## config.mk

```make
export PLATFORM = sky130hd
export DESIGN_NAME = tick_gen_flat
export DESIGN_NICKNAME = d
export VERILOG_FILES = /design/src/rtl/tick_gen_if.sv /design/src/rtl/tick_gen.sv /design/src/flat_wrapper.sv
export SDC_FILE = /design/constraint.sdc
export NUM_CORES = 1
export LEC_CHECK = 0
export BUFFER_PORTS_ARGS = -buffer_cell sky130_fd_sc_hd__clkbuf_2
export CORE_MARGIN = 2
export CORE_UTILIZATION = 55
export DETAILED_ROUTE_END_ITERATION = 7
export PLACE_DENSITY = 0.83
export SLEW_MARGIN = 10
export SYNTH_ARGS = -nofsm -noshare
export SYNTH_HDL_FRONTEND = slang
export SYNTH_SLANG_ARGS = --single-unit
```

## constraint.sdc

```tcl
create_clock -name clk -period 2.9 [get_ports clk]
set_clock_uncertainty 0.2 [all_clocks]
set_input_delay 0.145 -clock clk [delete_from_list [all_inputs] [get_ports clk]]
set_output_delay 0.145 -clock clk [all_outputs]
set_load 0.01 [all_outputs]
```

## src/rtl/tick_gen_if.sv

```systemverilog
// Control/status bundle between a front-panel source (switch, button,
// rate select) and the tick generator. There is no valid/ready pairing
// here: run and step are free-running asynchronous levels, div_sel is a
// quasi-static select, and tick is a single-cycle enable with no
// back-pressure.
interface tick_gen_if;
    logic       run;
    logic       step;
    logic [4:0] div_sel;
    logic       tick;
    logic [1:0] mode;

    modport master (
        output run,
        output step,
        output div_sel,
        input  tick,
        input  mode
    );

    modport slave (
        input  run,
        input  step,
        input  div_sel,
        output tick,
        output mode
    );
endinterface

```

## src/rtl/tick_gen.sv

```systemverilog
// Tick generator: turns a run switch and a step pushbutton into a
// single-cycle clock enable. In RUN it emits one tick every
// 2^(d_lat+1) cycles. A button press in IDLE emits exactly one tick.
// The mode output exposes the FSM state directly.
module tick_gen #(
    parameter int SYNC_STAGES = 2  // legal range 2..4
) (
    input  logic       clk,
    input  logic       rst,
    tick_gen_if.slave  bus
);

    typedef enum logic [1:0] {
        IDLE = 2'b00,
        RUN  = 2'b01,
        STEP = 2'b10
    } state_t;

    state_t                 state, state_n;
    logic [31:0]            prescaler, prescaler_n;
    logic [4:0]             d_lat, d_lat_n;
    logic [SYNC_STAGES-1:0] run_sync;
    logic [SYNC_STAGES-1:0] step_sync;
    logic                   step_prev;
    logic                   run_s;
    logic                   step_s;
    logic                   step_edge;
    logic [31:0]            term_val;
    logic                   at_term;

    assign run_s     = run_sync[SYNC_STAGES-1];
    assign step_s    = step_sync[SYNC_STAGES-1];
    assign step_edge = step_s & ~step_prev;

    // Terminal count 2^(d_lat+1)-1 as a right-shifted all-ones mask, so
    // d_lat=31 yields 0xFFFF_FFFF without needing a 33-bit intermediate.
    assign term_val = 32'hFFFF_FFFF >> (5'd31 - d_lat);
    assign at_term  = (prescaler == term_val);

    // Synchronizers. The step chain and its history flop reset to 1 so a
    // button already held when reset releases does not look like a press.
    always_ff @(posedge clk or posedge rst) begin
        if (rst) begin
            run_sync  <= '0;
            step_sync <= '1;
            step_prev <= 1'b1;
        end else begin
            run_sync  <= {run_sync[SYNC_STAGES-2:0], bus.run};
            step_sync <= {step_sync[SYNC_STAGES-2:0], bus.step};
            step_prev <= step_s;
        end
    end

    // State, prescaler and latched divisor registers.
    always_ff @(posedge clk or posedge rst) begin
        if (rst) begin
            state     <= IDLE;
            prescaler <= '0;
            d_lat     <= '0;
        end else begin
            state     <= state_n;
            prescaler <= prescaler_n;
            d_lat     <= d_lat_n;
        end
    end

    // Next-state logic. A step edge seen outside IDLE is consumed by the
    // history flop and never acted on later. The divisor is only sampled
    // on RUN entry and at the period wrap.
    always_comb begin
        state_n     = state;
        prescaler_n = prescaler;
        d_lat_n     = d_lat;
        unique case (state)
            IDLE: begin
                prescaler_n = '0;
                if (run_s) begin
                    state_n = RUN;
                    d_lat_n = bus.div_sel;
                end else if (step_edge) begin
                    state_n = STEP;
                end
            end
            RUN: begin
                if (!run_s) begin
                    state_n     = IDLE;
                    prescaler_n = '0;
                end else if (at_term) begin
                    prescaler_n = '0;
                    d_lat_n     = bus.div_sel;
                end else begin
                    prescaler_n = prescaler + 32'd1;
                end
            end
            STEP: begin
                prescaler_n = '0;
                if (run_s) begin
                    state_n = RUN;
                    d_lat_n = bus.div_sel;
                end else begin
                    state_n = IDLE;
                end
            end
            default: begin
                state_n     = IDLE;
                prescaler_n = '0;
            end
        endcase
    end

    // Outputs come from registered state only. Reset clears state
    // asynchronously, so tick drops the moment rst rises.
    assign bus.tick = (state == STEP) || ((state == RUN) && at_term);
    assign bus.mode = state;

endmodule

```

## src/flat_wrapper.sv

```systemverilog
// flat-port wrapper written by rule: the top's interface ports become plain ports
module tick_gen_flat 
#(
    parameter int SYNC_STAGES = 2                     
)
  (clk, rst, bus_run, bus_step, bus_div_sel, bus_tick, bus_mode);
  tick_gen_if bus_i ();
  input  logic clk;
  input  logic rst;
  input wire logic [$bits(bus_i.run)-1:0] bus_run;
  input wire logic [$bits(bus_i.step)-1:0] bus_step;
  input wire logic [$bits(bus_i.div_sel)-1:0] bus_div_sel;
  output wire logic [$bits(bus_i.tick)-1:0] bus_tick;
  output wire logic [$bits(bus_i.mode)-1:0] bus_mode;
  assign bus_i.run = bus_run;
  assign bus_i.step = bus_step;
  assign bus_i.div_sel = bus_div_sel;
  assign bus_tick = bus_i.tick;
  assign bus_mode = bus_i.mode;
  tick_gen #(.SYNC_STAGES(SYNC_STAGES)) u_core (.clk(clk), .rst(rst), .bus(bus_i));
endmodule
```

==> results of run 1 <==
[flip-flops by register name (all words and copies together), names as in the netlist]
register          cells
u_core.bus.mode       2
u_core.d_lat          5
u_core.prescaler     32
u_core.run_sync       2
u_core.step_prev      1
u_core.step_sync      2
[report_power, final]
group | switching (W) | internal (W) | total [W]
combinational | 0.000197 | 0.000150 | 0.000347
sequential | 0.0000281 | 0.000633 | 0.000661
clock | 0.000226 | 0.000260 | 0.000485
total | 0.000451 | 0.00104 | 0.00149
[path summary, 6_finish.rpt]
check / from / endpoint / slack, ns / cells after the start
max in group asynchronous: rst / u_core.step_sync[0] / 1.56 / 4
min in group asynchronous: rst / u_core.prescaler[15] / 0.18 / 3
min: u_core.run_sync[0] / u_core.run_sync[1] / 0.16 / 0
max reg2reg: u_core.d_lat[1] / u_core.d_lat[0] / 0.09 / 8
min reg2reg: u_core.run_sync[0] / u_core.run_sync[1] / 0.16 / 0
max: u_core.d_lat[2] / bus_tick / 0.06 / 8
[metal layers]
metal  share of wire [%]  vias up  wire length, um  global-route usage, %
met2                  49       80             3140                   37.2
met5                   0        -                0                      0
met1                  44     1189             2880                   34.4
met4                 2.0        0              128                   7.02
met3                 5.0       20              325                   4.76
li1                    -     1172                -                      -
[worst max-delay path, stage by stage, from the launching register on]
cell and delay (ns):
dfrtp_2 0.49, nor3_4 0.30, o2bb2ai_1 0.12, o311a_1 0.34, or3_1 0.36, nor3_1 0.23, nand4_1 0.12, o21ai_0 0.08
buf_2 0.15
[synthesized netlist by cell type, types with 3 or more instances]
master / count
a21oi_1: 14
nand4_1: 8
nor2_1: 50
clkbuf_1: 4
buf_6: 3
nor3_1: 7
nor3b_1: 4
nor4_1: 6
buf_4: 6
o22ai_1: 3
and4_1: 3
and3_1: 10
xnor2_1: 16
o21ai_0: 8
xor2_1: 23
dfrtp_1: 41
nand2_1: 24
and2_1: 4
a211oi_1: 3
buf_2: 7
inv_1: 11
mux2_2: 5
nor4b_1: 3
dfstp_2: 3
nand3_1: 15
[area by class of cell]
class	instances	area (sq um)	area share, %
Clock buffer	5	68.8	2.10
Tap cell	70	87.6	2.68
Inverter	11	41.3	1.26
Multi-Input combinational cell	243	1610	49.4
Clock inverter	3	47.5	1.45
Timing Repair Buffer	36	302	9.22
Sequential cell	44	1110	33.9
[logic make-up after synthesis]
kind of cell / Yosys count / share of synthesized area [%]
AO/OA/AOI/OAI: 49 / 11.9
XOR/XNOR: 39 / 12.1
adder cells (fa/ha/maj): 1 / 0.444
buffers and inverters: 31 / 6.04
flip-flops: 44 / 39.2
multiplexers: 5 / 2.00
AND/OR/NAND/NOR: 149 / 28.2
[per-stage QoR]
step	std cells	utilization, %	power (W)
after floorplan	318	-	0.000900
after global placement	388	58.6	0.000955
after detailed placement	388	58.6	0.000964
after CTS	404	62.8	0.00146
after global routing	412	65.3	0.00156
final	412	65.3	0.00149
[repair_timing]
| action | in CTS | in global routing |
|---|---|---|
| pin swaps | 0 | 2 |
| gates resized for setup | 5 | 13 |
| setup endpoints to repair | 1 | 6 |
| buffers inserted | 0 | 8 |
| hold endpoints to repair | 26 | 0 |
| hold buffers | 8 | 0 |
==> metrics.txt, run 1 <==
post-synthesis async set-or-reset flop share=100%; GRT Total Usage=24.0%; Arr. time, crit path=2.50 ns; PortBufs=11; final hold vios=0; 1st-pass router iterations=5; worst path required time=2.56 ns; I/O pin cnt=12; Startpoint Class=flop; total grt overflow=0; Die ar.=5710 sq um; largest cells by area after synthesis=dfrtp_1 36%, xor2_1 7.1%, nor2_1 6.7%; Num Clock Sinks=44; EDFF count, synth=0; initial antenna violation count=0; Net Count, Synth=328; final setup fails=0; Min-Delay Path Class=reg -> reg; average size of a mapped cell=8.86 sq um; Setup TNS=0 ns; Diodes inserted=0; peak fanout along the critical path=7; # DRC=0; Core Area=5010 sq um; Seq/Total Area, Yosys=39.2%; outcome=finished, final reports clean; fin area=3270 sq um; Vias/cell=5.97; Max Fclk=351 MHz; DR iter-0 viols=216; Worst VDD drop=0.383 mV; Clock H-tree levels=2; Max Cap Viol=0; layout cells sized above 1=19.3%; Place WS=0.115 ns; number of fill cells=414; largest net degree at the start of global routing=32; maximum clock path buffer count=2; final WL=6.48 mm; Placed Area=2940 sq um; Post-DRT Antenna Nets=0; CTS tree=built; final worst slack=0.0550 ns; number of global-route vias before repair=2212; Synth top area share=36.4%; largest area contributor in the netlist=dfrtp_1; Slew Limit Headroom=52.8%; Root Driver=clkbuf_8; final worst path period need=2.84 ns; area grow syn2layout=16.0%; Synth Register Bits=44; Netlist Area Pre-Place=2820 sq um; ys flop type=dfrtp_1; final net count=351; WL per Instance=15.7 um; Row Count=26; Worst Tran Pin Value=0.704 ns; Via Count=2461; power per cell area=457 nW/um^2; Skew-Pair Late Insertion Delay=0.31 ns; Die W=75.6 um; global-route wire length before repair=10.6 mm; RSZ-0062 raised after global routing=true; Synth cell types=57; CTS Buf Count=5; critical path class=reg -> out; cell count after synthesis=318; Slew Viols, Final=0; Initial Util=56.2%; most common cell after layout, fill and taps aside=nor2_1; period utilization=98.1%; Yosys warnings=0; commonest cells after routing, fill and taps aside=49 x nor2_1, 38 x dfrtp_1, 24 x nand2_1; Worst-path clk slew=0.09 ns; Final Wtd Congestion=0.982; HPWL after DPL=4.43 mm; crit end category=output port; Die Height=75.6 um; Hold Slack=0.158 ns; static leakage=1.31 nW
(Power assumes the default switching activity.)
==> run 2: changes to the inputs <==
==> constraint.sdc (replaced) <==
create_clock -name clk -period 2.9 [get_ports clk]
set_clock_uncertainty 0.2 [all_clocks]
set_input_delay 0.435 -clock clk [delete_from_list [all_inputs] [get_ports clk]]
set_output_delay 0.435 -clock clk [all_outputs]
set_load 0.01 [all_outputs]
==> run 2 against run 1 <==
Net effect:
- the run now ends with setup timing left
- routed wire length rose by 2.5%
- design area grew 0.50%
- power up 1.5%
- cell count fell by 0.97%
- core utilization grew 0.32 points
- first-iteration DRC count decreased by 23%
- count of clock-buffer cells in the layout did not move
- clock power about the same
- critical path depth rose by 1
- critical path type unchanged
- critical endpoint unchanged
- highest routed layer unchanged
==> metrics.txt, run 2 (synthesis results as in run 1) <==
outcome=finished with violations; failing checks=setup timing; Via Count=2408; Row Count=26; final WL=6.64 mm; final setup fails=1; Slowest-stage cell, CP=dfrtp_2; DR iter-0 viols=167; Slew Viols, Final=0; Diodes inserted=0; # DRC=0; I/O pin cnt=12; static leakage=1.31 nW; share of power burned in the clock network=32.1%; Initial Util=56.2%; Num Clock Sinks=44; CP peak stage delay=0.50 ns; power per cell area=461 nW/um^2; HPWL after DPL=4.53 mm; final hold vios=0; period utilization=105%; Arr. time, crit path=2.41 ns; critical path class=reg -> out; final worst path period need=3.05 ns; internal power=0.00106 W; Gate power share=24.5%; number of global-route vias before repair=2272; crit path cell chain=buf_4, and4_1, o32ai_2, a22oi_2, or3_1, nor3_2, nand4_1, o21ai_1, buf_2; Max Cap Viol=0; Register Area=1110 sq um; Placed Area=2990 sq um; crit end category=output port; area grow syn2layout=16.6%; Largest regs=u_core.prescaler x32, u_core.d_lat x5; Worst VDD drop=0.397 mV; CTS tree=built; Place WS=0.111 ns; initial antenna violation count=0; Slew Limit Headroom=34.5%; total grt overflow=0; Largest register FFs=32; Seq pwr share=43.4%; Die W=75.6 um; number of fill cells=425; Core Area=5010 sq um; Final Wtd Congestion=0.916; Net Sw Frac=30.2%; WL per Instance=16.3 um; Root Driver=clkbuf_8; RSZ-0062 raised after global routing=true; CTS Buf Count=5; Most flops, register=u_core.prescaler; Setup TNS=-0.145 ns; fin area=3290 sq um; final net count=347; Die Height=75.6 um; Die ar.=5710 sq um; layout cells sized above 1=20.7%; PortBufs=11; Min-Delay Path Class=in -> async; 1st-pass router iterations=4; commonest cells after routing, fill and taps aside=49 x nor2_1, 39 x dfrtp_1, 24 x nand2_1; final worst slack=-0.145 ns; CP delay by family, top=simple AND/OR/NAND/NOR gates; Worst Tran Pin Value=0.977 ns; global-route wire length before repair=10.8 mm; worst path required time=2.27 ns; Post-DRT Antenna Nets=0; Psw=0.000459 W; WP buf/inv=2; Clock H-tree levels=2; Max Fclk=328 MHz; Startpoint Class=flop; Worst-path clk slew=0.09 ns; GRT Total Usage=24.8%; peak fanout along the critical path=8; largest net degree at the start of global routing=32; Multi-input gate area=1650 sq um; most common cell after layout, fill and taps aside=nor2_1; Skew-Pair Late Insertion Delay=0.31 ns; maximum clock path buffer count=2; Vias/cell=5.90
run 2: cell count changes in the layout (fill, tap and decap cells not counted), moves of 2 or more:
cell / change
dlygate4sd3_1: -7
buf_4: +2
o21ai_0: -2
o21ai_1: +2
run 2: repair_timing:
action / 4_1_cts / 5_1_grt
cloned: 0 / 1
hold endpoints to repair: 1 / 0
hold buffers: 1 / 0
buffers inserted: 2 / 3
gates resized for setup: 10 / 13
pin swaps: 2 / 6
endpoints found under the setup margin: 1 / 6
run 2: layer usage:
metal | share of wire (%) | GRT usage [%] | up-vias | routed length, um
li1 | - | - | 1160 | -
met4 | 1.8 | 7.21 | 0 | 120
met5 | 0 | 0 | - | 0
met3 | 5.2 | 4.50 | 14 | 348
met1 | 44 | 34.3 | 1176 | 2950
met2 | 49 | 40.1 | 58 | 3230
run 2: final cells by class:
class / instances / share of cell area [%]
multi-input combinational: 243 / 50.1
sequential: 44 / 33.7
timing repair buffer: 32 / 8.72
tap: 70 / 2.67
clock buffer: 5 / 2.09
clock inverter: 3 / 1.45
inverter: 11 / 1.26
run 2: final timing paths:
path	start	to	slack (ns)	depth (start not counted)
min reg2reg	u_core.step_sync[0]	u_core.step_sync[1]	0.16	0
min in group clk	bus_run	u_core.run_sync[0]	0.02	1
max in group asynchronous	rst	u_core.step_sync[1]	1.75	3
max	u_core.d_lat[1]	bus_tick	-0.15	9
max reg2reg	u_core.d_lat[1]	u_core.d_lat[2]	0.11	9
min	rst	u_core.prescaler[1]	0.00002	2
run 2: per-stage QoR:
stage | std cells | util, % | power [W] | hold WS [ns]
6_report | 408 | 65.6 | 0.00152 | 0.0000193
5_1_grt | 408 | 65.6 | 0.00159 | 0.0257
4_1_cts | 404 | 63.3 | 0.00148 | 0.0236
3_5_place_dp | 393 | 59.6 | 0.000982 | 0.150
3_3_place_gp | 393 | 59.6 | 0.000976 | 0.133
2_1_floorplan | 318 | - | 0.000900 | 0.131
run 2: power by group through the flow:
stage                     Clock [W]  Combinational (W)  Sequential [W]
final                      0.000487           0.000371        0.000658
after global routing       0.000525           0.000402        0.000661
after CTS                  0.000494           0.000331        0.000654
after detailed placement          0           0.000318        0.000665
after global placement            0           0.000312        0.000664
after floorplan                   0           0.000247        0.000654
==> run 3: changes to the inputs <==
Settings changed: CORE_UTILIZATION 55 to 43, MAX_ROUTING_LAYER from default to met4, PLACE_DENSITY 0.83 to 0.7.
==> run 3 against run 2 <==
Net effect:
- the run still ends with setup timing left
- worst hold slack better by 0.028 ns
- register-to-register slack about the same
- critical path depth unchanged
- routed wire length down 1.5%
- die area up 26%
- clock power up 0.8%
- power up 1.3%
- core utilization down 13 points
- via count down 0.58%
- count of clock-buffer cells in the layout unchanged
- design area up 1.1%
- combinational power up 3%
- critical path type unchanged
- critical endpoint unchanged
- largest power group unchanged
==> metrics.txt, run 3 (synthesis results as in run 1) <==
number of fill cells=586; Max Cap Viol=0; PortBufs=11; min-delay src=bus_run; Largest regs=u_core.prescaler x32, u_core.d_lat x5; crit path cell chain=buf_4, and4_1, o32ai_2, a22oi_2, or3_1, nor3_2, nand4_1, o21ai_1, buf_2; Final Non-Filler Cells=418; Core Area=6350 sq um; final net count=350; worst path required time=2.27 ns; initial antenna violation count=0; Slew Limit Headroom=38.7%; final hold vios=0; Worst Tran Pin Value=0.919 ns; R2R setup slack=0.10 ns; crit end category=output port; Min-Delay Path Class=in -> reg; final worst path period need=3.01 ns; period utilization=104%; RSZ-0062 raised after global routing=true; r2r endpoint=u_core.d_lat[1]; total grt overflow=0; WP buf/inv=2; area grow syn2layout=17.9%; CTS tree=built; placed cell count=401; maximum clock path buffer count=2; Initial Util=44.4%; Largest register FFs=32; CP peak stage delay=0.45 ns; CTS Buf Count=5; Die ar.=7220 sq um; 1st-pass router iterations=4; Worst-path clk slew=0.09 ns; Die W=85.0 um; final WL=6.54 mm; commonest cells after routing, fill and taps aside=50 x nor2_1, 36 x dfrtp_1, 23 x nand2_1, 23 x xor2_1, 16 x xnor2_1; Final Wtd Congestion=0.942; Slew Viols, Final=0; worst r2r src=u_core.d_lat[0]; Startpoint Class=flop; fin area=3320 sq um; most common cell after layout, fill and taps aside=nor2_1; peak fanout along the critical path=6; Clock H-tree levels=2; Num Clock Sinks=44; Die Height=85.0 um; critical path class=reg -> out; Arr. time, crit path=2.37 ns; I/O pin cnt=12; Post-DRT Antenna Nets=0; final worst slack=-0.107 ns; Placed Area=3000 sq um; GRT Total Usage=19.4%; Multi-input gate area=1640 sq um; power per cell area=462 nW/um^2; Worst VDD drop=0.336 mV; # DRC=0; Most flops, register=u_core.prescaler; final setup fails=1; Max Fclk=333 MHz; number of cells on the worst reg-to-reg path=9; Vias/cell=5.73; largest net degree at the start of global routing=45; Via Count=2394; failing checks=setup timing; Row Count=29; DR iter-0 viols=177; global-route wire length before repair=11.0 mm; Register Area=1110 sq um; layout cells sized above 1=22.9%; number of global-route vias before repair=2242; hold worst-path end=u_core.run_sync[0]; CP delay by family, top=simple AND/OR/NAND/NOR gates; HPWL after DPL=4.48 mm; outcome=finished with violations; WHS Path Cells=1; Skew-Pair Late Insertion Delay=0.30 ns; static leakage=1.33 nW; WL per Instance=15.7 um; Root Driver=clkbuf_8; Hold Slack=0.0281 ns; Diodes inserted=0; Slowest-stage cell, CP=dfrtp_2
run 3: cell types whose count changed in the layout (fill, tap and decap cells not counted), sizes merged:
cell | before | now
buf | 20 | 23
clkbuf | 16 | 15
inv | 10 | 12
clkinvlp | 0 | 1
bufbuf | 0 | 1
clkinv | 3 | 0
run 3: what timing repair did:
| action | 4_1_cts | 5_1_grt |
|---|---|---|
| hold buffers | 0 | 1 |
| resized for setup | 13 | 15 |
| setup buffers | 4 | 2 |
| cloned | 1 | 1 |
| endpoints found under the setup margin | 1 | 6 |
| hold endpoints to repair | 0 | 1 |
| pin swaps | 7 | 4 |
run 3: worst max path at each step:
| stage | slack (ns) | depth (start not counted) | from | end |
|---|---|---|---|---|
| 6_report | -0.11 | 9 | u_core.d_lat[3] | bus_tick |
| 3_5_place_dp | 0.03 | 9 | u_core.d_lat[0] | bus_tick |
| 5_1_grt | -0.25 | 9 | u_core.d_lat[3] | bus_tick |
| 4_1_cts | -0.1 | 9 | u_core.d_lat[0] | bus_tick |
| 2_1_floorplan | 0.32 | 9 | u_core.d_lat[3] | bus_tick |
| 3_3_place_gp | 0.1 | 9 | u_core.d_lat[0] | bus_tick |
run 3: layout make-up:
class                           count  area share (%)
Clock buffer                        5            2.07
Timing Repair Buffer               35            9.68
Sequential cell                    44            33.5
Clock inverter                      3            1.39
Tap cell                           77            2.90
Inverter                           11            1.24
Multi-Input combinational cell    243            49.2
run 3: layer usage:
metal	global-route usage, %	vias to the layer above	part of all wire (%)
li1	-	1165	-
met1	26.8	1164	46
met2	29.8	52	47
met3	3.31	13	4.7
met4	5.05	0	1.9
met5	-	-	0
run 3: power breakdown:
| part | switching [W] | leakage, nW | internal, W |
|---|---|---|---|
| Combinational | 0.000202 | 0.691 | 0.000181 |
| Sequential | 0.0000273 | 0.580 | 0.000634 |
| Clock | 0.000231 | 0.0548 | 0.000260 |
run 3: through the flow:
step                      util [%]  setup TNS, ns  power (W)  setup slack [ns]
after floorplan                  -              0   0.000900             0.316
after global placement        47.3              0   0.000977            0.0996
after detailed placement      47.3              0   0.000985            0.0337
after CTS                     50.7        -0.0976    0.00151           -0.0976
after global routing          52.3         -0.252    0.00160            -0.252
final                         52.3         -0.107    0.00153            -0.107
run 3: worst reg2reg max path, cell delays in order (launching register included):
cell and delay (ns):
dfrtp_2 0.46, buf_6 0.16, a211o_4 0.36, and4_1 0.21, nor4_1 0.23, nor3_1 0.10, nor4b_4 0.15, buf_4 0.16
a32oi_4 0.28, mux2_2 0.38
